**src/rtl/bdspi_pkg.sv**
```systemverilog
// Shared definitions for the SPI backdoor bridge: FSM state codes and the
// encoding of the header's R/W flag.
package bdspi_pkg;

    typedef logic [2:0] state_t;

    localparam state_t ST_IDLE  = 3'd0;
    localparam state_t ST_HDR   = 3'd1;
    localparam state_t ST_WDATA = 3'd2;
    localparam state_t ST_RLOAD = 3'd3;
    localparam state_t ST_RDATA = 3'd4;
    localparam state_t ST_DONE  = 3'd5;

    localparam logic RW_READ  = 1'b1;
    localparam logic RW_WRITE = 1'b0;

endpackage

```
**src/rtl/backdoor_spi_bridge_if.sv**
```systemverilog
// SPI pins plus the user-module side of the backdoor bridge.
// Optional BDSPI_FRAME_ERR_EN adds the sticky o_FRAME_ERR flag.
interface backdoor_spi_bridge_if #(
    parameter int ADDRESS_WIDTH = 8,
    parameter int DATA_WIDTH    = 32,
    parameter int N_MODULES     = 4
);
    logic                             i_BCLK;
    logic                             i_SS;
    logic                             i_MOSI;
    logic [DATA_WIDTH*N_MODULES-1:0]  i_MODULE_DATA;
    logic                             o_MISO;
    logic [ADDRESS_WIDTH-2:0]         o_ADDR;
    logic [DATA_WIDTH-1:0]            o_DATA_IN;
    logic                             o_DOUT_VALID;
    logic [N_MODULES-1:0]             o_MODULE_WE;
`ifdef BDSPI_FRAME_ERR_EN
    logic                             o_FRAME_ERR;
`endif

    modport slave (
        input  i_BCLK, i_SS, i_MOSI, i_MODULE_DATA,
        output o_MISO, o_ADDR, o_DATA_IN, o_DOUT_VALID, o_MODULE_WE
`ifdef BDSPI_FRAME_ERR_EN
        , output o_FRAME_ERR
`endif
    );

    modport master (
        output i_BCLK, i_SS, i_MOSI, i_MODULE_DATA,
        input  o_MISO, o_ADDR, o_DATA_IN, o_DOUT_VALID, o_MODULE_WE
`ifdef BDSPI_FRAME_ERR_EN
        , input o_FRAME_ERR
`endif
    );
endinterface

```
**src/rtl/bdspi_sync.sv**
```systemverilog
// Multi-flop synchronizer for BCLK/SS/MOSI plus BCLK edge detection on the
// synchronized copy. All three lines share one pipeline so they stay aligned.
module bdspi_sync #(
    parameter int BUFFER_WIDTH = 2
) (
    input  logic clk,
    input  logic rst_n,
    input  logic bclk,
    input  logic ss,
    input  logic mosi,
    output logic ss_sync,
    output logic mosi_sync,
    output logic bclk_rise,
    output logic bclk_fall
);
    // Stage bits are {bclk, ss, mosi}; SS resets high so nothing looks selected.
    logic [2:0] stage_reg [BUFFER_WIDTH];
    logic       bclk_prev_reg;
    logic       bclk_sync;

    genvar gi;
    generate
        for (gi = 0; gi < BUFFER_WIDTH; gi++) begin : g_stage
            if (gi == 0) begin : g_first
                always_ff @(posedge clk or negedge rst_n) begin
                    if (!rst_n) stage_reg[gi] <= 3'b010;
                    else        stage_reg[gi] <= {bclk, ss, mosi};
                end
            end else begin : g_rest
                always_ff @(posedge clk or negedge rst_n) begin
                    if (!rst_n) stage_reg[gi] <= 3'b010;
                    else        stage_reg[gi] <= stage_reg[gi-1];
                end
            end
        end
    endgenerate

    assign bclk_sync = stage_reg[BUFFER_WIDTH-1][2];
    assign ss_sync   = stage_reg[BUFFER_WIDTH-1][1];
    assign mosi_sync = stage_reg[BUFFER_WIDTH-1][0];

    always_ff @(posedge clk or negedge rst_n) begin
        if (!rst_n) bclk_prev_reg <= 1'b0;
        else        bclk_prev_reg <= bclk_sync;
    end

    assign bclk_rise = bclk_sync & ~bclk_prev_reg;
    assign bclk_fall = ~bclk_sync & bclk_prev_reg;
endmodule

```
**src/rtl/backdoor_spi_bridge.sv**
```systemverilog
// SPI-slave backdoor into N user modules, fully synchronous to i_SYSCLK.
// Define BDSPI_FRAME_ERR_EN to get a sticky incomplete-frame flag.
module backdoor_spi_bridge
    import bdspi_pkg::*;
#(
    parameter int ADDRESS_WIDTH = 8,
    parameter int DATA_WIDTH    = 32,
    parameter int N_MODULES     = 4,
    parameter int BUFFER_WIDTH  = 2
) (
    input  logic              i_SYSCLK,
    input  logic              i_RST_N,
    backdoor_spi_bridge_if.slave bus
);
    localparam int AW = ADDRESS_WIDTH - 1;
    localparam int CW = $clog2(DATA_WIDTH + ADDRESS_WIDTH);

    logic ss_sync, mosi_sync, bclk_rise, bclk_fall;

    bdspi_sync #(.BUFFER_WIDTH(BUFFER_WIDTH)) u_sync (
        .clk       (i_SYSCLK),
        .rst_n     (i_RST_N),
        .bclk      (bus.i_BCLK),
        .ss        (bus.i_SS),
        .mosi      (bus.i_MOSI),
        .ss_sync   (ss_sync),
        .mosi_sync (mosi_sync),
        .bclk_rise (bclk_rise),
        .bclk_fall (bclk_fall)
    );

    state_t                state_reg;
    logic [CW-1:0]         cnt_reg;
    logic                  rw_reg;
    logic [AW-1:0]         addr_reg;
    logic [DATA_WIDTH-1:0] data_reg;
    logic                  valid_reg;
    logic [DATA_WIDTH-1:0] shift_reg;
    logic                  armed_reg;
`ifdef BDSPI_FRAME_ERR_EN
    logic                  err_reg;
`endif

    // Address a in 1..N_MODULES selects module a-1; anything else selects none.
    logic [N_MODULES-1:0]  sel;
    logic [DATA_WIDTH-1:0] masked [N_MODULES];
    logic [DATA_WIDTH-1:0] rd_word;

    genvar gi;
    generate
        for (gi = 0; gi < N_MODULES; gi++) begin : g_sel
            assign sel[gi]    = (addr_reg == AW'(gi + 1));
            assign masked[gi] = sel[gi] ? bus.i_MODULE_DATA[gi*DATA_WIDTH +: DATA_WIDTH] : '0;
        end
    endgenerate

    always_comb begin
        rd_word = '0;
        for (int k = 0; k < N_MODULES; k++) rd_word = rd_word | masked[k];
    end

    always_ff @(posedge i_SYSCLK or negedge i_RST_N) begin
        if (!i_RST_N) begin
            state_reg <= ST_IDLE;
            cnt_reg   <= '0;
            rw_reg    <= 1'b0;
            addr_reg  <= '0;
            data_reg  <= '0;
            valid_reg <= 1'b0;
            shift_reg <= '0;
            armed_reg <= 1'b0;
`ifdef BDSPI_FRAME_ERR_EN
            err_reg   <= 1'b0;
`endif
        end else begin
            valid_reg <= 1'b0;
            if (ss_sync) begin
                // Deselect aborts the frame; latched address/data are kept.
                state_reg <= ST_IDLE;
                cnt_reg   <= '0;
                armed_reg <= 1'b0;
`ifdef BDSPI_FRAME_ERR_EN
                if (state_reg inside {ST_HDR, ST_WDATA, ST_RLOAD, ST_RDATA}) err_reg <= 1'b1;
`endif
            end else begin
                case (state_reg)
                    ST_IDLE: begin
                        state_reg <= ST_HDR;
                        cnt_reg   <= '0;
                    end
                    ST_HDR: if (bclk_rise) begin
                        if (cnt_reg == '0) begin
                            rw_reg  <= mosi_sync;
`ifdef BDSPI_FRAME_ERR_EN
                            err_reg <= 1'b0;
`endif
                        end else begin
                            addr_reg <= {addr_reg[AW-2:0], mosi_sync};
                        end
                        if (cnt_reg == CW'(ADDRESS_WIDTH - 1)) begin
                            cnt_reg <= '0;
                            case (rw_reg)
                                RW_READ:  state_reg <= ST_RLOAD;
                                RW_WRITE: state_reg <= ST_WDATA;
                                default:  state_reg <= ST_IDLE;
                            endcase
                        end else begin
                            cnt_reg <= cnt_reg + CW'(1);
                        end
                    end
                    ST_WDATA: if (bclk_rise) begin
                        data_reg <= {data_reg[DATA_WIDTH-2:0], mosi_sync};
                        if (cnt_reg == CW'(DATA_WIDTH - 1)) begin
                            valid_reg <= 1'b1;
                            state_reg <= ST_DONE;
                        end else begin
                            cnt_reg <= cnt_reg + CW'(1);
                        end
                    end
                    ST_RLOAD: begin
                        shift_reg <= rd_word;
                        armed_reg <= 1'b0;
                        cnt_reg   <= '0;
                        state_reg <= ST_RDATA;
                    end
                    ST_RDATA: begin
                        // The trailing header falling edge arrives before arming and is ignored.
                        if (!armed_reg && bclk_rise) begin
                            armed_reg <= 1'b1;
                        end else if (armed_reg && bclk_fall) begin
                            shift_reg <= {shift_reg[DATA_WIDTH-2:0], 1'b0};
                            if (cnt_reg == CW'(DATA_WIDTH - 1)) state_reg <= ST_DONE;
                            else                                 cnt_reg   <= cnt_reg + CW'(1);
                        end
                    end
                    ST_DONE: ;
                    default: state_reg <= ST_IDLE;
                endcase
            end
        end
    end

    assign bus.o_MISO       = shift_reg[DATA_WIDTH-1];
    assign bus.o_ADDR       = addr_reg;
    assign bus.o_DATA_IN    = data_reg;
    assign bus.o_DOUT_VALID = valid_reg;
    assign bus.o_MODULE_WE  = {N_MODULES{valid_reg}} & sel;
`ifdef BDSPI_FRAME_ERR_EN
    assign bus.o_FRAME_ERR  = err_reg;
`endif
endmodule

```
**src/flat_wrapper.sv**
```systemverilog
// flat-port wrapper written by rule: the top's interface ports become plain ports
module backdoor_spi_bridge_flat import bdspi_pkg::*;
#(
    parameter int ADDRESS_WIDTH = 8,
    parameter int DATA_WIDTH    = 32,
    parameter int N_MODULES     = 4,
    parameter int BUFFER_WIDTH  = 2
)
  (i_SYSCLK, i_RST_N, bus_i_BCLK, bus_i_SS, bus_i_MOSI, bus_i_MODULE_DATA, bus_o_MISO, bus_o_ADDR, bus_o_DATA_IN, bus_o_DOUT_VALID, bus_o_MODULE_WE);
  backdoor_spi_bridge_if #(.ADDRESS_WIDTH(ADDRESS_WIDTH), .DATA_WIDTH(DATA_WIDTH), .N_MODULES(N_MODULES)) bus_i ();
  input  logic i_SYSCLK;
  input  logic i_RST_N;
  input wire logic [$bits(bus_i.i_BCLK)-1:0] bus_i_BCLK;
  input wire logic [$bits(bus_i.i_SS)-1:0] bus_i_SS;
  input wire logic [$bits(bus_i.i_MOSI)-1:0] bus_i_MOSI;
  input wire logic [$bits(bus_i.i_MODULE_DATA)-1:0] bus_i_MODULE_DATA;
  output wire logic [$bits(bus_i.o_MISO)-1:0] bus_o_MISO;
  output wire logic [$bits(bus_i.o_ADDR)-1:0] bus_o_ADDR;
  output wire logic [$bits(bus_i.o_DATA_IN)-1:0] bus_o_DATA_IN;
  output wire logic [$bits(bus_i.o_DOUT_VALID)-1:0] bus_o_DOUT_VALID;
  output wire logic [$bits(bus_i.o_MODULE_WE)-1:0] bus_o_MODULE_WE;
  assign bus_i.i_BCLK = bus_i_BCLK;
  assign bus_i.i_SS = bus_i_SS;
  assign bus_i.i_MOSI = bus_i_MOSI;
  assign bus_i.i_MODULE_DATA = bus_i_MODULE_DATA;
  assign bus_o_MISO = bus_i.o_MISO;
  assign bus_o_ADDR = bus_i.o_ADDR;
  assign bus_o_DATA_IN = bus_i.o_DATA_IN;
  assign bus_o_DOUT_VALID = bus_i.o_DOUT_VALID;
  assign bus_o_MODULE_WE = bus_i.o_MODULE_WE;
  backdoor_spi_bridge #(.ADDRESS_WIDTH(ADDRESS_WIDTH), .DATA_WIDTH(DATA_WIDTH), .N_MODULES(N_MODULES), .BUFFER_WIDTH(BUFFER_WIDTH)) u_core (.i_SYSCLK(i_SYSCLK), .i_RST_N(i_RST_N), .bus(bus_i));
endmodule
```
**config.mk**
```make
export PLATFORM = sky130hd
export DESIGN_NAME = backdoor_spi_bridge_flat
export DESIGN_NICKNAME = d
export VERILOG_FILES = /design/src/rtl/bdspi_pkg.sv /design/src/rtl/backdoor_spi_bridge_if.sv /design/src/rtl/bdspi_sync.sv /design/src/rtl/backdoor_spi_bridge.sv /design/src/flat_wrapper.sv
export SDC_FILE = /design/constraint.sdc
export NUM_CORES = 1
export LEC_CHECK = 0
export CAP_MARGIN = 20
export CORE_UTILIZATION = 41
export DETAILED_ROUTE_END_ITERATION = 16
export PLACE_DENSITY = 0.86
export SLEW_MARGIN = 10
export SYNTH_ARGS = -nofsm -noshare
export SYNTH_HDL_FRONTEND = slang
export SYNTH_SLANG_ARGS = --single-unit
```
**constraint.sdc**
```tcl
create_clock -name i_SYSCLK -period 2.6 [get_ports i_SYSCLK]
set_input_delay 0.78 -clock i_SYSCLK [delete_from_list [all_inputs] [get_ports i_SYSCLK]]
set_output_delay 0.78 -clock i_SYSCLK [all_outputs]
set_load 0.02 [all_outputs]
```
# --- Word level (Yosys, flattened, before mapping) ---
# Cells that the tools add are included.
op_classes:
  n_mux: 31
  add_sub_neg: 1
  reduce_logical: 16
  eq_ne: 20
  bitwise: 11
ops:
  columns: ["cell", "count"]
  rows:
  - ["$mux 32", 6]
  - ["$or 32x32->32", 3]
  - ["$pmux 32 s2", 1]
  - ["$mux 6", 7]
  - ["$pmux 6 s4", 1]
  - ["$mux 3", 7]
  - ["$pmux 3 s6", 1]
  - ["$ne 3x2->1 const B", 5]
  - ["$eq 7x2->1 const B", 2]
  - ["$reduce_and 4->1", 3]
  - ["$eq 7x1->1 const B", 1]
  - ["$eq 7x3->1 const B", 1]
  - ["$add 6x1->6 const B", 1]
  - ["$eq 3x2->1 const B", 2]
  - ["$eq 3x3->1 const B", 2]
  - ["$eq 6x3->1 const B", 1]
  - ["$eq 6x5->1 const B", 1]
  - ["$logic_not 6->1", 1]
  - ["$mux 1", 6]
  - ["$pmux 3 s2", 1]
  - ["$reduce_and 6->1", 1]
  - ["$not 1->1", 5]
  - ["$reduce_and 5->1", 1]
  - ["$reduce_bool 5->1", 1]
  - ["15 further kinds", 18]
word_totals:
  reg_bits: 90
  inputBits: 133

# --- Depth between registers and ports, before layout ---
# Gate-level depths: netlist (run 1).
logic_depth:
  ltp_word: 7
  mapped_depth: 8
  mapped_depth_nobuf: 6

# --- Cells and area by module ---
# Synthesis (run 1) repeated with hierarchy kept, for this count alone.
unflattened:
  cells_unflattened: 423
  area_unflattened_um2: 4755.8
modules_own_cells:
  columns: ["mod", "area_each_um2", "cells_per_inst", "n_inst"]
  rows:
  - ["backdoor_spi_bridge", 4563.1, 414, 1]
  - ["bdspi_sync", 192.7, 9, 1]

# --- Least setup slack after synthesis (run 1) ---
# Ideal clock, no wire load.
synth_timing:
  kind: "flip-flop to output port"
  from: "register u_core.addr_reg[5], in the netlist u_core.bus.o_ADDR[5]"
  to: "output port bus_o_MODULE_WE[1]"
  path_slack_ns: -0.248
  t_required_ns: 1.820
  stages_incl_launch_ff: 8
  n_path_buf: 3
  t_arrival_ns: 2.068
  cell_sequence: "dfrtp_1 -> or4_1 -> buf_2 -> nor3b_4 -> and2b_1 -> buf_6 -> buf_8 -> and2_1"
synth_between:
  elab_chain_len: 2
synth_rtl:
  columns: ["element", "line", "source"]
  rows:
  - ["from (decl)", "backdoor_spi_bridge.sv:35", "logic [AW-1:0] addr_reg;"]
  - ["from (signal assigned)", "backdoor_spi_bridge.sv:98", "addr_reg <= {addr_reg[AW-2:0], mosi_sync};"]
  - ["$eq 7x2->1", "backdoor_spi_bridge.sv:52", "assign sel[gi] = (addr_reg == AW'(gi + 1));"]
  - ["$and 4x4->4", "backdoor_spi_bridge.sv:147", "assign bus.o_MODULE_WE = {N_MODULES{valid_reg}} & sel;"]
  - ["to (decl)", "flat_wrapper.sv:21", "output wire logic [$bits(bus_i.o_MODULE_WE)-1:0] bus_o_MODULE_WE;"]
# No other way between the ends.

# --- Worst setup path in the final report (run 1) ---
layout_timing:
  from: "register u_core.addr_reg[5], in the netlist u_core.bus.o_ADDR[5]"
  to: "output port bus_o_MODULE_WE[2]"
# The elaborated chain is that of the path after synthesis.

==> results.yml, run 1 <==
run_status:
  outcome: "finished with violations"
  violations: "negative setup slack"
synth:
  syn-num-nets: 584
  synth_ff_type: "dfrtp_1"
  synth_commonest_cells: "88 x dfrtp_1, 72 x mux2_2, 67 x nor2_1"
  yosys-top-cells-area: "dfrtp_1 45%, mux2_2 17%, a221oi_1 7.9%, a221oi_2 5.6%, nor2_1 5.2%"
  synth_cell_types: 44
  yosysTopAreaCell: "dfrtp_1"
  synth_edf_count: 0
  yosysSeqAreaShare_pct: 46.46
  avgSynthCellArea_um2: 10.81
  synth_area_um2: 4853
  synth_top_area_share_pct: 45.37
  synth_warnings: 0
  yosysMostFrequentCell: "dfrtp_1"
  netlist_instances: 449
  async_flop_share_pct: 100.0
  yosys_register_bits: 90
grt:
  grt_pass1_wl_mm: 23.44
  grt-ovfl-total: 0
  grt_max_degree: 63
  first_global_vias: 4702
  grt_antenna_before_repair: 0
  gr-usage-all-layers_pct: 23.85
placed_design:
  placedCellCount: 753
  dpl.hpwl_mm: 10.32
  place_congestion: 0.8196
  port-buffer-count: 177
worst_setup_path:
  cp.arrival_ps: 1990
  cp_slowest_stage_delay_ps: 600
  crit_buf_inv: 2
  worst-path-max-fanout: 4
  regToRegSetupSlack_ps: 160
  crit_slowest_cell: "or4_4"
  startpoint_type: "flip-flop"
  crit_path_end_kind: "primary output"
  crit_family: "simple AND/OR/NAND/NOR gates"
  path_cells: "or4_4 -> nor3b_4 -> buf_4 -> and3_4 -> buf_6"
  path_class: "reg2out"
  worst_ep_required_time_ps: 1820
timing:
  hold_violations: 0
  finalClockSkew_ps: 6.953
  slew_headroom_pct: 27.34
  fin_ws_ps: -168.8
  min_period_over_period_pct: 106.5
  tightestPinTransition_ps: 1073
  min_period_ps: 2769
  finalSetupViolCount: 4
  final_max_slew_viol_count: 0
  rsz0062_at_grt: "true"
  fmax_ghz: 0.3612
  fin_hold_ws_ps: 347.3
clock_tree:
  cts.sinks: 90
  cts_hold_buf: 0
  insertion_delay_ps: 340
  htree_levels: 3
  cts_buffer_depth: 2
  cts_buffers: 9
  path_clk_slew_ps: 60
  cts_tree: "yes"
  cts-root-buf: "clkbuf_16"
min_path:
  hold_class: "reg2reg"
final_layout:
  drive_gt1_share_pct: 25.12
  multi_input_area_um2: 2456
  regArea_um2: 2257
  fill_cells: 867
  diodes: 0
  finalNetCount: 763
  syn_to_final_growth_pct: 49.03
  fin_cells: 776
drt:
  vias: 4404
  dr.pass1.iters: 4
  wl_mm: 14.40
  drt-initial-drc-count: 239
  antenna_left: 0
  drc: 0
  wl_per_cell_um: 18.56
  viasPerCell: 5.675
die:
  boundaryPins: 178
  std_cell_rows: 39
  start_util_pct: 42.32
  die_w_um: 110.8
  core-area_um2: 11470
  die_area_um2: 12280
  die_height_um: 110.8
power_and_ir_drop:
  ir_drop_mv: 0.4859
  leakage_nw: 3.216
  power-per-cell-area_nw_per_um2: 467.6
job:
  max-cap-violations: 0
## layout by cell type, fill, tap and decap left out, types with 3 or more instances in the layout
master           Yosys  final
nor2_1              67     67
mux2_2              72     72
nand2_1             43     42
inv_1                6      6
a221oi_2            18     23
clkbuf_16            0     10
a221oi_1            44     39
buf_4                1     23
nand2b_1             5      5
o21ai_0             11     11
and2_4               0      3
a21oi_1              6      6
nor3_1               5      5
clkdlybuf4s50_1      0    172
dfrtp_1             88     86
nand3b_1             4      4
buf_12               0      3
nor2b_1              3      3
buf_6                2      5
## cell families (layout without fill, tap and decap cells)
| logic type | count (synthesis) | count (layout) | synth area share (%) |
|---|---|---|---|
| adders and majority gates | 2 | 2 | 0.5155 |
| AOI/OAI and AO/OA | 89 | 89 | 16.89 |
| xor gates and xnor gates | 2 | 2 | 0.3610 |
| muxes | 72 | 72 | 16.71 |
| and+or+nand+nor | 152 | 152 | 15.00 |
| DFF | 90 | 90 | 46.46 |
| buffers and inverters | 42 | 226 | 4.073 |
## per-stage QoR
| stage | worst slack, ps | power (mW) | util [%] | setup TNS [ps] | instance area [um^2] |
|---|---|---|---|---|---|
| after floorplan | -182.9 | 1.783 | - | -461.6 | 4888 |
| after global placement | -375.1 | 2.098 | 59.45 | -1334 | 6818 |
| after detailed placement | -380.9 | 2.119 | 59.45 | -1333 | 6818 |
| after CTS | -214.2 | 3.391 | 62.94 | -737.9 | 7217 |
| after global routing | -251.2 | 3.514 | 63.08 | -868.2 | 7233 |
| final | -168.8 | 3.382 | 63.08 | -558.7 | 7233 |
## worst paths after layout
| check | start | end | depth (start not counted) |
|---|---|---|---|
| hold reg to reg | u_core.u_sync.stage_reg[5]$_DFF_PN0_ | u_core.u_sync.bclk_sync$_DFF_PN0_ | 0 |
| setup reg to reg | u_core.bus.o_ADDR[5]$_DFFE_PN0P_ | u_core.shift_reg[12]$_DFFE_PN0P_ | 11 |
| max in group asynchronous | i_RST_N | u_core.bus.o_DATA_IN[11]$_DFFE_PN0P_ | 2 |
| setup / recovery | u_core.bus.o_ADDR[5]$_DFFE_PN0P_ | bus_o_MODULE_WE[2] | 5 |
| min in group asynchronous | i_RST_N | u_core.bus.o_DATA_IN[23]$_DFFE_PN0P_ | 1 |
| hold / removal | u_core.u_sync.stage_reg[5]$_DFF_PN0_ | u_core.u_sync.bclk_sync$_DFF_PN0_ | 0 |
## final cells by class
type / instances / area share, %
multi-input combinational: 317 / 33.96
sequential: 90 / 31.21
timing repair buffer: 204 / 28.14
clock buffer: 12 / 3.546
tap: 143 / 2.474
clock inverter: 4 / 0.3633
inverter: 6 / 0.3114
## power breakdown
| part | switching [mW] | internal [mW] | total, mW |
|---|---|---|---|
| sequential | 0.0311 | 1.42 | 1.45 |
| clock | 0.533 | 0.699 | 1.23 |
| combinational | 0.296 | 0.402 | 0.698 |
| total | 0.860 | 2.52 | 3.38 |
## routing by layer
metal / track usage, % / part of all wire [%]
met1: 26.10 / 37
met2: 42.48 / 51
met3: 9.677 / 10
met4: 6.311 / 1.4
met5: 0 / 0
## repair_timing
item,in CTS,in global routing
endpoints found under the setup margin,4,20
pin swaps,7,3
gates cloned,0,1
setup buffers,8,2
gates resized for setup,34,3
Note: power is estimated with default switching activity, not from simulation.
==> run 2, diff against run 1 <==
--- a/config.mk
+++ b/config.mk
@@ -6,10 +6,13 @@
 export NUM_CORES = 1
 export LEC_CHECK = 0
 export CAP_MARGIN = 20
-export CORE_UTILIZATION = 41
+export CELL_PAD_IN_SITES_DETAIL_PLACEMENT = 0
+export CELL_PAD_IN_SITES_GLOBAL_PLACEMENT = 2
+export CORE_UTILIZATION = 25
 export DETAILED_ROUTE_END_ITERATION = 16
 export PLACE_DENSITY = 0.86
 export SLEW_MARGIN = 10
 export SYNTH_ARGS = -nofsm -noshare
 export SYNTH_HDL_FRONTEND = slang
 export SYNTH_SLANG_ARGS = --single-unit
+export TNS_END_PERCENT = 1
==> run 2 against run 1 <==
Net effect: the flow still finishes with violations (negative setup slack); cell count grew 15%; largest cell class unchanged; critical endpoint unchanged; worst setup slack lost 23 ps; fmax shrank 0.83%; flip-flop and latch count is the same; routed wire length grew 0.89%.
==> results.yml, run 2 (synthesis gave the netlist of run 1 again) <==
die:
  die_w_um: 141.3
  core-area_um2: 18890
  std_cell_rows: 50
  die_area_um2: 19970
  start_util_pct: 25.69
  boundaryPins: 178
  die_height_um: 141.3
worst_setup_path:
  crit_path_end_kind: "primary output"
  crit_family: "simple AND/OR/NAND/NOR gates"
  ff2ff_path_depth: 6
  worst-path-max-fanout: 4
  startpoint_type: "flip-flop"
  cp_slowest_stage_delay_ps: 600
  crit_buf_inv: 2
  path_cells: "or4_4 -> nor3b_4 -> buf_4 -> and3_4 -> buf_6"
  cp.arrival_ps: 2010
  crit_cells: 5
  regToRegSetupSlack_ps: 280
  worst_ep_required_time_ps: 1820
  path_class: "reg2out"
  crit_slowest_cell: "or4_4"
clock_tree:
  cts.sinks: 90
  insertion_delay_ps: 350
  cts_buffers: 9
  htree_levels: 3
  cts_buffer_depth: 2
  cts-root-buf: "clkbuf_16"
  path_clk_slew_ps: 60
  cts_tree: "yes"
timing:
  finalClockSkew_ps: 5.099
  final_max_slew_viol_count: 0
  fin_ws_ps: -192.1
  min_period_over_period_pct: 107.4
  rsz0062_at_grt: "true"
  tightestPinTransition_ps: 1041
  fin_tns_setup_ps: -682.5
  fmax_ghz: 0.3582
  min_period_ps: 2792
  finalSetupViolCount: 4
  hold_violations: 0
  slew_headroom_pct: 29.48
grt:
  grt-ovfl-total: 0
  grt_antenna_before_repair: 0
  gr-usage-all-layers_pct: 14.85
  grt_max_degree: 63
  first_global_vias: 4403
  grt_pass1_wl_mm: 22.92
placed_design:
  post_dp_cell_area_um2: 6968
  dpl.hpwl_mm: 10.52
  place_congestion: 0.7379
  port-buffer-count: 177
final_layout:
  design_area_um2: 7302
  syn_to_final_growth_pct: 50.45
  finalNetCount: 759
  diodes: 0
  final_cell_mix: "172 x clkdlybuf4s50_1, 85 x dfrtp_1, 72 x mux2_2"
  drive_gt1_share_pct: 23.85
  post-route-util_pct: 38.65
  final_common_cell: "clkdlybuf4s50_1"
drt:
  drt-initial-drc-count: 127
  viasPerCell: 4.691
  wl_mm: 14.53
  dr.pass1.iters: 4
  wl_per_cell_um: 16.34
  vias: 4170
  drc: 0
  antenna_left: 0
run_status:
  violations: "negative setup slack"
  outcome: "finished with violations"
power_and_ir_drop:
  ir_drop_mv: 0.4741
  p_total_mw: 3.377
  leakage_nw: 3.169
  power-per-cell-area_nw_per_um2: 462.5
min_path:
  hold_class: "in2async"
job:
  max-cap-violations: 0
-- run 2: timing repair --
item,in CTS,in global routing
pin swaps,5,0
buffers inserted,2,0
resized for setup,29,0
endpoints found under the setup margin,6,4
hold buffers,0,0
-- run 2: through the flow --
stage	instances	hold slack (ps)	setup slack, ps
finish	889	271.2	-192.1
global route	889	265.6	-274.0
CTS	889	266.6	-201.4
detailed placement	871	346.4	-481.6
global placement	871	338.3	-477.6
floorplan	449	331.2	-183.6
-- run 2: routing by layer --
| layer | up-vias | track usage [%] | part of all wire [%] | wire length [um] |
|---|---|---|---|---|
| met3 | 13 | 6.176 | 9.7 | 1411 |
| met1 | 2005 | 17.53 | 42 | 6116 |
| met2 | 139 | 24.80 | 47 | 6835 |
| li1 | 2013 | - | - | - |
| met5 | - | 0 | 0 | 0 |
| met4 | 0 | 3.890 | 1.1 | 165 |
-- run 2: worst register-to-register path, cell delays in order, from the launching register on --
cell and delay (ps):
dfrtp_2 400, or4_4 600, buf_6 150, nor4b_4 210
buf_4 340, a221oi_1 210, a221oi_1 320
-- run 2: final cells by class --
type	instances	area, um^2
clock buffers	11	252.7
clock inverters	5	43.79
fillers	1851	11590
inverters	6	22.52
multi-input cells	317	2420
flip-flops and latches	90	2258
well taps	260	325.3
repair buffers	200	1979
-- run 2: worst paths after layout --
kind | from | end
max in group asynchronous | i_RST_N | u_core.u_sync.stage_reg[4]$_DFF_PN1_
worst min-delay path | i_RST_N | u_core.cnt_reg[2]$_DFFE_PN0P_
min in group i_SYSCLK | u_core.u_sync.stage_reg[5]$_DFF_PN0_ | u_core.u_sync.bclk_sync$_DFF_PN0_
worst max register to register | u_core.bus.o_ADDR[4]$_DFFE_PN0P_ | u_core.shift_reg[2]$_DFFE_PN0P_
worst max-delay path | u_core.bus.o_ADDR[4]$_DFFE_PN0P_ | bus_o_MODULE_WE[2]
worst min register to register | u_core.u_sync.stage_reg[5]$_DFF_PN0_ | u_core.u_sync.bclk_sync$_DFF_PN0_
-- run 2: where the power goes --
part	total [mW]	leakage, nW	switching, mW	internal [mW]
combinational	0.647	1.80	0.282	0.366
sequential	1.45	1.22	0.0320	1.42
clock	1.28	0.147	0.562	0.713
==> run 3, diff against run 2 <==
--- a/config.mk
+++ b/config.mk
@@ -8,6 +8,7 @@
 export CAP_MARGIN = 20
 export CELL_PAD_IN_SITES_DETAIL_PLACEMENT = 0
 export CELL_PAD_IN_SITES_GLOBAL_PLACEMENT = 2
+export CORE_MARGIN = 2
 export CORE_UTILIZATION = 25
 export DETAILED_ROUTE_END_ITERATION = 16
 export PLACE_DENSITY = 0.86
==> run 3 against run 2 <==
Net effect: the flow still finishes with violations (negative setup slack); global-route usage shrank 0.26 points; largest cell class unchanged; via count increased by 0.31%; sequential power about the same; routed wire length is 2.7% higher; power up 1.2%; clock skew is essentially flat; utilization increased by 0.053 points; cell count is 0.11% higher; fmax is 1.2% lower; worst hold slack improved by 86 ps; combinational power about the same; count of clock-buffer cells in the layout grew 1.
==> results.yml, run 3 (synthesis gave the netlist of run 1 again) <==
final_layout:
  final_cell_mix: "171 x clkdlybuf4s50_1, 85 x dfrtp_1, 72 x mux2_2"
  fin_cells: 890
  finalNetCount: 760
  diodes: 0
  post-route-util_pct: 38.70
  syn_to_final_growth_pct: 50.66
  drive_gt1_share_pct: 23.65
  fill_cells: 1859
  final_common_cell: "clkdlybuf4s50_1"
power_and_ir_drop:
  leakage_nw: 3.179
  power-per-cell-area_nw_per_um2: 467.5
  ir_drop_mv: 0.3965
placed_design:
  place_congestion: 0.7930
  post-place-ws_ps: -423.6
  placedCellCount: 872
  port-buffer-count: 177
  dpl.hpwl_mm: 10.84
clock_tree:
  insertion_delay_ps: 340
  cts-root-buf: "clkbuf_16"
  cts_hold_buf: 0
  cts_buffer_depth: 2
  path_clk_slew_ps: 60
  cts_tree: "yes"
  htree_levels: 3
  cts_buffers: 9
  cts.sinks: 90
worst_setup_path:
  startpoint_type: "flip-flop"
  crit_path_end_kind: "primary output"
  ff2ff_path_depth: 5
  path_class: "reg2out"
  cp.arrival_ps: 2050
  timing.rr.end: "u_core.shift_reg[30]$_DFFE_PN0P_"
  worst-path-max-fanout: 4
  worst_ep_required_time_ps: 1820
  regToRegSetupSlack_ps: 330
  r2r_start: "u_core.bus.o_ADDR[5]$_DFFE_PN0P_"
grt:
  grt-ovfl-total: 0
  first_global_vias: 4477
  gr-usage-all-layers_pct: 14.59
  grt_antenna_before_repair: 0
  grt_max_degree: 63
  grt_pass1_wl_mm: 23.28
timing:
  rsz0062_at_grt: "true"
  final_max_slew_viol_count: 0
  finalClockSkew_ps: 5.048
  fin_ws_ps: -225.3
  finalSetupViolCount: 4
  hold_violations: 0
  min_period_ps: 2825
  fmax_ghz: 0.3539
  slew_headroom_pct: 29.30
  min_period_over_period_pct: 108.7
  tightestPinTransition_ps: 1044
run_status:
  outcome: "finished with violations"
  violations: "negative setup slack"
die:
  die_area_um2: 20540
  core-area_um2: 18890
  die_height_um: 143.3
  die_w_um: 143.3
  std_cell_rows: 50
  start_util_pct: 25.69
  boundaryPins: 178
drt:
  wl_per_cell_um: 16.76
  drt-initial-drc-count: 150
  vias: 4183
  antenna_left: 0
  viasPerCell: 4.700
  wl_mm: 14.92
  drc: 0
  dr.pass1.iters: 4
min_path:
  hold_class: "reg2reg"
  hold_path_depth: 0
  holdPathEnd: "u_core.u_sync.ss_sync$_DFF_PN1_"
  min_from: "u_core.u_sync.stage_reg[4]$_DFF_PN1_"
job:
  max-cap-violations: 0
==> run 3: cell count changes in the layout (fill, tap and decap cells not counted) <==
cell | previous run | this run
buf_4 | 20 | 22
buf_6 | 6 | 5
bufinv_16 | 0 | 1
clkbuf_1 | 0 | 2
clkbuf_8 | 2 | 1
clkdlybuf4s50_1 | 172 | 171
clkinv_4 | 2 | 1
clkinvlp_4 | 0 | 2
dlymetal6s2s_1 | 0 | 1
inv_6 | 3 | 0
==> run 3: layer usage <==
layer	wire length [um]	track usage (%)	up-vias
met4	184	2.838	0
li1	-	-	2013
met3	1609	6.698	12
met1	6107	17.27	2007
met2	7019	24.53	151
met5	0	0	-
==> run 3: how the worst max path moves through the flow <==
stage                                                 from                 end  slack, ps  cells past startpoint
after floorplan           u_core.bus.o_ADDR[5]$_DFFE_PN0P_  bus_o_MODULE_WE[1]       -180                      7
after global placement    u_core.bus.o_ADDR[5]$_DFFE_PN0P_  bus_o_MODULE_WE[2]       -410                      6
after detailed placement  u_core.bus.o_ADDR[5]$_DFFE_PN0P_  bus_o_MODULE_WE[2]       -420                      6
after CTS                 u_core.bus.o_ADDR[4]$_DFFE_PN0P_  bus_o_MODULE_WE[2]       -270                      6
after global routing      u_core.bus.o_ADDR[5]$_DFFE_PN0P_  bus_o_MODULE_WE[1]       -300                      5
final                     u_core.bus.o_ADDR[5]$_DFFE_PN0P_  bus_o_MODULE_WE[2]       -230                      5
==> run 3: timing repair <==
action,in CTS,in global routing
setup endpoints to repair,6,5
pin swaps,5,3
buffers inserted,1,2
resized for setup,29,1
==> run 3: final cells by class <==
type / instances / area, um^2 / share of cell area [%]
multi-input cells: 317 / 2420 / 33.09
flip-flops and latches: 90 / 2258 / 30.89
repair buffers: 201 / 1986 / 27.16
inverters: 6 / 22.52 / 0.3080
clock inverters: 4 / 53.80 / 0.7358
clock buffers: 12 / 246.5 / 3.371
well taps: 260 / 325.3 / 4.449
==> run 3: metrics by stage <==
| stage | setup TNS, ps | power [mW] | area (um^2) | hold slack, ps |
|---|---|---|---|---|
| finish | -690.3 | 3.419 | 7312 | 357.6 |
| global route | -1037 | 3.600 | 7312 | 365.5 |
| CTS | -922.3 | 3.473 | 7306 | 359.4 |
| detailed placement | -1540 | 2.131 | 6975 | 334.7 |
| global placement | -1473 | 2.111 | 6975 | 339.8 |
| floorplan | -682.1 | 1.776 | 4868 | 331.2 |
==> run 3: critical path, stage by stage (launching register included) <==
cell     delay [ps]
dfrtp_2         400
or4_4           600
nor3b_4         250
buf_4           150
and3_4          180
buf_6           120
==> run 3: power breakdown <==
part	leakage, nW	switching (mW)	internal, mW
combinational	1.82	0.280	0.367
sequential	1.22	0.0325	1.42
clock	0.139	0.543	0.773
total	3.18	0.856	2.56
